**src/rtl/duzen_cnt_mod.sv**
```systemverilog
// duzen_cnt_mod: synchronous modulo-N decimal digit counter with up/down,
// clear, clamped parallel load, cascade carry/borrow and 7-segment decoder.
// Optional build macro DUZEN_BLANK_ZERO_EN: when defined, BLANK=1 with Q==0
// drives all segments dark (leading-zero suppression); otherwise BLANK is ignored.
module duzen_cnt_mod #(
   parameter int unsigned MODULO         = 6,
   parameter bit          SEG_ACTIVE_LOW = 1'b1
) (
   input  logic       CLK,
   input  logic       RST_N,
   input  logic       EN,
   input  logic       DOWN,
   input  logic       CLR,
   input  logic       LOAD,
   input  logic [3:0] LD_VAL,
   input  logic       BLANK,
   output logic [3:0] Q,
   output logic       CLK_OUT,
   output logic       ADS,
   output logic       BDS,
   output logic       CDS,
   output logic       DDS,
   output logic       EDS,
   output logic       FDS,
   output logic       GDS
);

   localparam int unsigned CNT_W   = 4;
   localparam int unsigned SEG_W   = 7;
   localparam logic [CNT_W-1:0] MAX_VAL = CNT_W'(MODULO - 1);

   logic [CNT_W-1:0] q_nxt;
   logic [SEG_W-1:0] lit_c;
   logic [SEG_W-1:0] seg_c;
   logic             blank_c;

   // Count register; reset forces the digit to zero regardless of the clock.
   always_ff @(posedge CLK or negedge RST_N) begin
      if (!RST_N) begin
         Q <= '0;
      end else begin
         Q <= q_nxt;
      end
   end

   // Next count: clear beats load beats count; loads above range clamp to the top digit.
   always_comb begin
      q_nxt = Q;
      if (CLR) begin
         q_nxt = '0;
      end else if (LOAD) begin
         q_nxt = (LD_VAL > MAX_VAL) ? MAX_VAL : LD_VAL;
      end else if (EN) begin
         if (DOWN) begin
            q_nxt = (Q == '0) ? MAX_VAL : (Q - CNT_W'(1));
         end else begin
            q_nxt = (Q == MAX_VAL) ? '0 : (Q + CNT_W'(1));
         end
      end
   end

   // Terminal-count strobe so the next stage advances on the same edge as this wrap.
   always_comb begin
      CLK_OUT = 1'b0;
      if (RST_N && EN && !CLR && !LOAD) begin
         CLK_OUT = DOWN ? (Q == '0) : (Q == MAX_VAL);
      end
   end

`ifdef DUZEN_BLANK_ZERO_EN
   assign blank_c = BLANK & (Q == '0);
`else
   logic unused_blank;
   assign unused_blank = BLANK;
   assign blank_c      = 1'b0;
`endif

   // Digit to lit-segment pattern, bit order {a,b,c,d,e,f,g}; codes above 9 stay dark.
   always_comb begin
      lit_c = '0;
      case (Q)
         4'd0:    lit_c = 7'b1111110;
         4'd1:    lit_c = 7'b0110000;
         4'd2:    lit_c = 7'b1101101;
         4'd3:    lit_c = 7'b1111001;
         4'd4:    lit_c = 7'b0110011;
         4'd5:    lit_c = 7'b1011011;
         4'd6:    lit_c = 7'b1011111;
         4'd7:    lit_c = 7'b1110000;
         4'd8:    lit_c = 7'b1111111;
         4'd9:    lit_c = 7'b1111011;
         default: lit_c = '0;
      endcase
      if (blank_c) begin
         lit_c = '0;
      end
   end

   // Apply display polarity (common anode lights on low).
   assign seg_c = SEG_ACTIVE_LOW ? ~lit_c : lit_c;
   assign {ADS, BDS, CDS, DDS, EDS, FDS, GDS} = seg_c;

endmodule
```
**config.mk**
```make
export PLATFORM = sky130hd
export DESIGN_NAME = duzen_cnt_mod
export DESIGN_NICKNAME = d
export VERILOG_FILES = /design/src/rtl/duzen_cnt_mod.sv
export SDC_FILE = /design/constraint.sdc
export NUM_CORES = 1
export LEC_CHECK = 0
export CAP_MARGIN = 25
export CORE_AREA = 2 2 39 41
export CTS_BUF_LIST = sky130_fd_sc_hd__clkbuf_8
export CTS_CLUSTER_DIAMETER = 100
export DETAILED_ROUTE_END_ITERATION = 10
export DIE_AREA = 0 0 41 43
export PLACE_DENSITY = 0.79
export SLEW_MARGIN = 20
export SYNTH_ARGS = -nofsm -noshare
export SYNTH_HDL_FRONTEND = slang
export SYNTH_SLANG_ARGS = --single-unit
```
**constraint.sdc**
```tcl
create_clock -name CLK -period 4.43 [get_ports CLK]
set_input_delay 0.886 -clock CLK [delete_from_list [all_inputs] [get_ports CLK]]
set_output_delay 0.886 -clock CLK [all_outputs]
set_load 0.01 [all_outputs]
```
==> results of run 1 <==
cell type report:
class                   count  area (sq um)
flip-flops and latches      4           100
inverters                   8          30.0
well taps                  16          20.0
fillers                   146           572
repair buffers             21           210
multi-input cells          63           410
clock buffers               3          41.3
per-layer routing:
layer,vias to the layer above,global-route usage (%),share of wire (%)
li1,329,-,-
met1,293,19.6,42
met2,28,29.4,46
met3,4,1.57,9.8
met4,0,6.00,1.8
met5,-,0,0
kinds of logic after synthesis:
| kind of cell | count (synthesis) |
|---|---|
| AOI/OAI and AO/OA | 31 |
| and+or+nand+nor | 24 |
| buffers and inverters | 11 |
| adders and majority gates | 7 |
| DFF | 4 |
| xor gates and xnor gates | 1 |
worst min-delay path: cells and delay by family (launching register included):
| kind | cells | cell delay, ps |
|---|---|---|
| and+or+nand+nor | 1 | 150 |
| DFF | 1 | 500 |
| AOI/OAI and AO/OA | 1 | 90 |
final timing paths:
| kind | from | to | cells after the start |
|---|---|---|---|
| hold reg to reg | Q[1] | Q[3] | 2 |
| min in group asynchronous | RST_N | Q[0] | 1 |
| setup reg to reg | Q[1] | Q[0] | 6 |
| hold / removal | Q[1] | Q[3] | 2 |
| setup / recovery | DOWN | CLK_OUT | 5 |
| max in group asynchronous | RST_N | Q[3] | 1 |
through the flow:
step,hold slack (ps),power (mW),utilization [%],cells
2_1_floorplan,590,0.0885,-,78
3_3_place_gp,753,0.125,55.7,112
3_5_place_dp,765,0.125,55.7,112
4_1_cts,795,0.203,58.7,115
5_1_grt,847,0.211,58.7,115
6_report,795,0.203,58.7,115
cell usage in the layout, fill, tap and decap left out, types with 2 or more instances in the layout:
master and instances:
o31a_1 2, a31oi_1 4, nor2_1 6, ha_1 7, clkbuf_8 3, inv_1 7, nand3_1 2, nor3_1 3
a211oi_1 2, nand2_1 5, dfrtp_1 4, clkdlybuf4s50_1 21, o21ai_0 9, nor4_1 2, a21oi_1 9
power by group through the flow:
stage,Combinational [mW],Sequential [mW],Clock [mW]
after floorplan,0.0441,0.0444,0
after global placement,0.0782,0.0467,0
after detailed placement,0.0785,0.0469,0
after CTS,0.0798,0.0467,0.0766
after global routing,0.0853,0.0473,0.0781
final,0.0792,0.0468,0.0766
==> results.txt, run 1 <==
status - finished, final reports clean
final antenna-violating net count - 0
number of antenna violations at the first check in global routing - 0
Setup Crit Path Kind - input pin to primary output
dominant combinational cell family by area after synthesis - compound AO/OA/AOI/OAI gates
total clock sinks - 4
number of CTS-inserted buffers - 3
pin count of the biggest net entering global routing - 16
Die Span Y - 43 um
number of hold buffers added after cts - 0
nets in the synthesized netlist - 96
number of global-route vias before repair - 541
Setup-failing EPs final - 0
Worst slew margin - 70.8%
top cell type by total area after synthesis - dfrtp_1
data required time at the worst endpoint - 3540 ps
pre-CTS worst setup slack - 970 ps
Final period util - 77.8%
xor/xnor cell area share of the yosys netlist - 1.56%
fraction of the mapped netlist area in compound gates - 33.9%
Worst Slack Setup Final - 985 ps
number of enable-type register cells in the synthesized netlist - 0
largest registers in the final layout - Q x4
worst IR drop on VDD - 0.138 mV
final-layout setup total negative slack - 0 ps
post-synthesis cell type count - 28
Worst Hold Class - register to register
post-detailed-route DRC marker count - 0
cells taking the most area after synthesis - dfrtp_1 18%, ha_1 16%, a21oi_1 8.0%, o21ai_0 8.0%, inv_1 4.7%
worst-margin pin slew - 438 ps
Worst Path Max Fanout - 9
Post-Synthesis Mean Instance Area - 7.20 sq um
Clock Latency Late Sink - 220 ps
final weighted congestion in routability-driven placement - 0.808
setup repair after global routing missed its margin - false
flip-flop and latch count after synthesis - 4
Remaining Overflow, GRT - 0
top-level port count - 23
final critical-path required period - 3450 ps
wire length of the first global-routing pass - 2080 um
most used cell along the critical path - clkdlybuf4s50_1
total via count after detailed routing - 654
area share of the largest cell type after synthesis - 17.8%
Antenna Diode Count - 0
net switching fraction of the power - 31.3%
Largest register FFs - 4
total wire length after detailed routing - 1480 um
row cnt - 14
adder-cell area share of the yosys netlist - 15.6%
area of the placeable core - 1380 sq um
power per standard cell area - 250 nW/um^2
routed wirelength normalized by instance count - 12.9 um
multiplexer area fraction after synthesis - 0%
slowest cell on the critical path - clkdlybuf4s50_1
drt initial violations - 11
crit start category - input pin
power share of the combinational group - 39.1%
maximum frequency from static timing analysis - 290 MHz
average vias per placed instance - 5.69
GRT Resource Usage Total - 16.8%
clock buffer depth - 2
clock skew - 1.74 ps
final design instance area without fill - 812 sq um
internal reg-to-reg setup slack - 2650 ps
simple-gate share of the synthesized area - 22.0%
biggest cell delay along the critical path - 570 ps
kind of cell with the highest combined delay on the critical path - buffers and inverters
Pleak - 0.332 nW
die area - 1760 sq um
Initial Util - 40.6%
fraction of registers with async set or reset after synthesis - 100%
post-cts sizing count - 0
kind of end point of the critical path - primary output
library cell used as clock root buffer - clkbuf_8
Biggest register - Q
router iterations before antenna repair - 4
Hold Violations, Final - 0
clock tree from TritonCTS - built
Buf/Inv on CP - 2
setup bufs post-CTS - 0
internal power - 139 uW
combined area of all synthesized cells - 562 sq um
synthesis-to-finish area growth - 44.5%
clk slew on worst S/H paths - 30 ps
max-cap check violation count - 0
Yosys warning total - 0
Clock H-tree levels - 1
layout cells sized above 1 - 7.07%
Post-DP HPWL - 1040 um
relative contribution of sequential cells to total power - 23.1%
Net Sw Power - 63.5 uW
die extent in x - 41 um
top cell types by occurrence after synthesis - 9 x a21oi_1, 9 x o21ai_0, 7 x ha_1, 7 x inv_1, 6 x nor2_1
placed inst area - 771 sq um
final layout net count - 119
main flop type after synthesis - dfrtp_1
sequential fraction of the synthesis area - 17.8%
arrival time of data at the critical path endpoint - 2560 ps
synthesized instance count - 78
fraction of power consumed by the clock network - 37.8%
Final Max Slew Viols - 0
critical path cell sequence - clkdlybuf4s50_1 > nor2b_1 > nand2_1 > a211oi_1 > clkdlybuf4s50_1
number of port buffers - 21
No activity file was read; power rests on OpenSTA's default activity.
==> inputs of run 2 (changes only) <==
--- a/config.mk
+++ b/config.mk
@@ -6,12 +6,12 @@
 export NUM_CORES = 1
 export LEC_CHECK = 0
 export CAP_MARGIN = 25
-export CORE_AREA = 2 2 39 41
+export CORE_MARGIN = 1.5
+export CORE_UTILIZATION = 39
 export CTS_BUF_LIST = sky130_fd_sc_hd__clkbuf_8
 export CTS_CLUSTER_DIAMETER = 100
 export DETAILED_ROUTE_END_ITERATION = 10
-export DIE_AREA = 0 0 41 43
-export PLACE_DENSITY = 0.79
+export PLACE_DENSITY = 0.77
 export SLEW_MARGIN = 20
 export SYNTH_ARGS = -nofsm -noshare
 export SYNTH_HDL_FRONTEND = slang
==> constraint.sdc (replaced) <==
create_clock -name CLK -period 2.9 [get_ports CLK]
set_input_delay 0.58 -clock CLK [delete_from_list [all_inputs] [get_ports CLK]]
set_output_delay 0.58 -clock CLK [all_outputs]
set_load 0.01 [all_outputs]
==> run 2 against run 1 <==
  * Cell count up 2.6%
  * Clock power up 50%
  * Non-clock buffer count up 4
  * First-iteration DRC count rose to 4.1 times the previous value
  * Combinational power up 68%
  * Via count up 4.1%
  * Design area up 3.9%
  * Critical path type unchanged
  * Largest power group unchanged
==> results.txt, run 2 (same netlist as run 1, synthesis figures left out) <==
number of global-route vias before repair - 508
Antenna Diode Count - 0
GRT Resource Usage Total - 19.8%
number of instances in the placed design - 115
Initial Util - 42.6%
Biggest register - Q
Final period util - 93.6%
setup repair after global routing missed its margin - false
clock buffer depth - 2
clock skew - 1.13 ps
max-cap check violation count - 0
library cell used as clock root buffer - clkbuf_8
Worst Path Max Fanout - 6
Setup-failing EPs final - 0
most common cell after layout, fill and taps aside - clkdlybuf4s50_1
worst reg2reg path startpoint - Q[1]
setup bufs post-CTS - 0
capture point of the worst path - CLK_OUT
router iterations before antenna repair - 6
Final Max Slew Viols - 0
Post-DP HPWL - 1090 um
data required time at the worst endpoint - 2320 ps
row cnt - 13
wire length of the first global-routing pass - 2240 um
total clock sinks - 4
Fill cells - 113
Clock Latency Late Sink - 210 ps
kind of end point of the critical path - primary output
Clock H-tree levels - 1
maximum frequency from static timing analysis - 368 MHz
total via count after detailed routing - 681
arrival time of data at the critical path endpoint - 2140 ps
Setup Crit Path Kind - input pin to primary output
number of CTS-inserted buffers - 3
Hold Violations, Final - 0
Worst Slack Setup Final - 184 ps
drt initial violations - 45
non-filler instance count after layout - 118
FF/Latch Area - 100 sq um
number of antenna violations at the first check in global routing - 0
internal reg-to-reg setup slack - 1350 ps
Worst Hold Class - input pin to asynchronous set/reset pin
die extent in x - 41.0 um
final critical-path required period - 2720 ps
Die Span Y - 41.0 um
number of hold buffers added after cts - 0
Worst slew margin - 69.9%
average vias per placed instance - 5.77
worst-margin pin slew - 452 ps
number of port buffers - 21
status - finished, final reports clean
post-detailed-route DRC marker count - 0
crit start category - input pin
area of the placeable core - 1320 sq um
Remaining Overflow, GRT - 0
top-level port count - 23
r2r endpoint - Q[0]
leading cell types in the layout, fill and taps excluded - 21 x clkdlybuf4s50_1, 9 x o21ai_0, 9 x a21oi_1
largest registers in the final layout - Q x4
Largest register FFs - 4
final-layout setup total negative slack - 0 ps
final weighted congestion in routability-driven placement - 0.864
worst IR drop on VDD - 0.199 mV
Pleak - 0.353 nW
pin count of the biggest net entering global routing - 16
clock tree from TritonCTS - built
routed wirelength normalized by instance count - 13.1 um
pre-CTS worst setup slack - 219 ps
total wire length after detailed routing - 1540 um
depth of the worst register-to-register path - 6
clk slew on worst S/H paths - 30 ps
final layout net count - 123
Critical Path Source - LOAD
combined area of the multi-input logic cells - 413 sq um
power per standard cell area - 374 nW/um^2
die area - 1680 sq um
final antenna-violating net count - 0
synthesis-to-finish area growth - 50.1%
layout cells sized above 1 - 11.7%
-- run 2: cell count changes in the layout (fill, tap and decap cells not counted) --
cell	delta
nor2b_2	+1
buf_4	+4
nor2b_1	-1
-- run 2: worst max-delay path: stages --
cell,delay [ps]
clkdlybuf4s50_1,500
nor2_1,190
nand3_1,110
a211oi_1,180
clkdlybuf4s50_1,570
-- run 2: power breakdown --
group	internal [mW]	switching [mW]
sequential	0.0596	0.00731
clock	0.0883	0.0270
combinational	0.0691	0.0639
-- run 2: layout make-up --
| cell class | instances | area share (%) |
|---|---|---|
| Sequential cell | 4 | 11.9 |
| Timing Repair Buffer | 25 | 28.5 |
| Inverter | 8 | 3.56 |
| Clock buffer | 3 | 4.90 |
| Tap cell | 15 | 2.23 |
| Multi-Input combinational cell | 63 | 49.0 |
-- run 2: worst min path at each step --
stage / from / to / slack, ps / cells past startpoint
after global routing: RST_N / Q[3] / 720 / 2
final: RST_N / Q[3] / 720 / 2
after CTS: RST_N / Q[3] / 720 / 2
after floorplan: RST_N / Q[0] / 280 / 0
after detailed placement: Q[1] / Q[3] / 740 / 3
after global placement: Q[1] / Q[3] / 720 / 3
-- run 2: metrics by stage --
stage	util (%)	area, sq um	hold WS, ps	total power [mW]
after detailed placement	60.7	800	740	0.197
final	64.0	843	719	0.315
after CTS	63.8	841	720	0.315
after global placement	60.7	800	721	0.197
after global routing	64.0	843	716	0.334
after floorplan	-	562	284	0.135
-- run 2: repair_timing --
action,4_1_cts,5_1_grt
gates resized for setup,0,1
endpoints found under the setup margin,0,1
hold endpoints to repair,0,0
-- run 2: per-layer routing --
metal / share of wire (%) / vias up / track usage (%)
li1: - / 336 / -
met4: 0.13 / 0 / 5.00
met5: 0 / - / 0
met2: 50 / 40 / 29.3
met1: 42 / 303 / 30.2
met3: 8.2 / 2 / 1.63
==> inputs of run 3 (changes only) <==
--- a/config.mk
+++ b/config.mk
@@ -7,11 +7,12 @@
 export LEC_CHECK = 0
 export CAP_MARGIN = 25
 export CORE_MARGIN = 1.5
-export CORE_UTILIZATION = 39
-export CTS_BUF_LIST = sky130_fd_sc_hd__clkbuf_8
+export CORE_UTILIZATION = 37
+export CTS_BUF_LIST = sky130_fd_sc_hd__clkbuf_8 sky130_fd_sc_hd__clkbuf_16
 export CTS_CLUSTER_DIAMETER = 100
+export CTS_CLUSTER_SIZE = 28
 export DETAILED_ROUTE_END_ITERATION = 10
-export PLACE_DENSITY = 0.77
+export PLACE_DENSITY = 0.73
 export SLEW_MARGIN = 20
 export SYNTH_ARGS = -nofsm -noshare
 export SYNTH_HDL_FRONTEND = slang
==> run 3 against run 2 <==
  * Critical path depth unchanged
  * First-iteration DRC count down 16%
  * Global-route usage down 1.7 points
  * Wire length down 1.0%
  * Via count up 1.3%
==> results.txt, run 3 (same netlist as run 1, synthesis figures left out) <==
area of the placeable core - 1350 sq um
final design instance area without fill - 856 sq um
largest registers in the final layout - Q x4
Remaining Overflow, GRT - 0
final antenna-violating net count - 0
total clock sinks - 4
Final Max Slew Viols - 0
GRT Resource Usage Total - 18.1%
number of global-route vias before repair - 547
slowest cell on the critical path - clkdlybuf4s50_1
Hold Violations, Final - 0
number of port buffers - 21
pin count of the biggest net entering global routing - 16
total design power - 318 uW
final-layout setup total negative slack - 0 ps
post-detailed-route DRC marker count - 0
leading cell types in the layout, fill and taps excluded - 21 x clkdlybuf4s50_1, 9 x o21ai_0, 9 x a21oi_1
clock buffer depth - 2
router iterations before antenna repair - 4
kind of cell with the highest combined delay on the critical path - buffers and inverters
final layout net count - 125
total via count after detailed routing - 690
total wire length after detailed routing - 1530 um
post-cts sizing count - 0
average vias per placed instance - 5.75
biggest cell delay along the critical path - 580 ps
wire length of the first global-routing pass - 2480 um
number of CTS-inserted buffers - 3
Pleak - 0.361 nW
most used cell along the critical path - clkdlybuf4s50_1
Setup-failing EPs final - 0
final critical-path required period - 2690 ps
library cell used as clock root buffer - clkbuf_8
row cnt - 13
Post-DP HPWL - 1190 um
setup bufs post-CTS - 0
arrival time of data at the critical path endpoint - 2110 ps
status - finished, final reports clean
Worst Path Max Fanout - 3
most common cell after layout, fill and taps aside - clkdlybuf4s50_1
Worst slew margin - 69.7%
data required time at the worst endpoint - 2320 ps
Worst Hold Class - input pin to asynchronous set/reset pin
final weighted congestion in routability-driven placement - 0.831
number of antenna violations at the first check in global routing - 0
synthesis-to-finish area growth - 52.3%
Largest register FFs - 4
Clock Latency Late Sink - 220 ps
power per standard cell area - 371 nW/um^2
layout cells sized above 1 - 12.4%
Setup Crit Path Kind - input pin to primary output
Antenna Diode Count - 0
Clock H-tree levels - 1
top-level port count - 23
Biggest register - Q
worst IR drop on VDD - 0.158 mV
critical path cell sequence - clkdlybuf4s50_1 > nor2b_1 > nand2_1 > a211oi_1 > clkdlybuf4s50_1
placed inst area - 815 sq um
max-cap check violation count - 0
die area - 1760 sq um
clock tree from TritonCTS - built
Final period util - 92.8%
die extent in x - 42.0 um
worst-margin pin slew - 455 ps
routed wirelength normalized by instance count - 12.7 um
Die Span Y - 42.0 um
clock skew - 3.89 ps
Initial Util - 41.6%
number of hold buffers added after cts - 0
Fill cells - 123
hold_ws - 668 ps
maximum frequency from static timing analysis - 372 MHz
drt initial violations - 38
kind of end point of the critical path - primary output
Buf/Inv on CP - 2
setup repair after global routing missed its margin - false
crit start category - input pin
clk slew on worst S/H paths - 30 ps
Util after Layout - 63.4%
run 3: power breakdown:
| group | leakage [nW] | switching (mW) | internal, mW |
|---|---|---|---|
| combinational | 0.287 | 0.0622 | 0.0709 |
| clock | 0.0216 | 0.0285 | 0.0885 |
| sequential | 0.0528 | 0.00787 | 0.0596 |
| total | 0.361 | 0.0986 | 0.219 |
run 3: layer usage:
metal | wire [um] | vias up | part of all wire (%) | global-route usage, %
met5 | 0 | - | 0 | 0
met4 | 0 | 0 | 0 | 9.68
met3 | 98 | 0 | 6.4 | 1.74
met2 | 747 | 30 | 49 | 27.2
met1 | 682 | 312 | 45 | 25.3
li1 | - | 348 | - | -
run 3: stage by stage:
stage | instances | setup WS, ps
final | 120 | 209
after global routing | 120 | 69.5
after CTS | 120 | 188
after detailed placement | 117 | 216
after global placement | 117 | 217
after floorplan | 78 | 805
run 3: final timing paths:
path / start / to / cells past startpoint / slack, ps
hold / removal: RST_N / Q[3] / 2 / 670
setup / recovery: DOWN / CLK_OUT / 5 / 210
min in group CLK: Q[1] / Q[3] / 3 / 790
hold reg to reg: Q[1] / Q[3] / 3 / 790
setup reg to reg: Q[0] / Q[0] / 6 / 1340
max in group asynchronous: RST_N / Q[1] / 2 / 2130
run 3: layout make-up:
class	instances	area, sq um	share of cell area, %
multi-input cells	63	410	48.0
flip-flops and latches	4	100	11.7
well taps	15	18.8	2.19
repair buffers	27	255	29.8
clock buffers	3	41.3	4.82
inverters	8	30.0	3.51
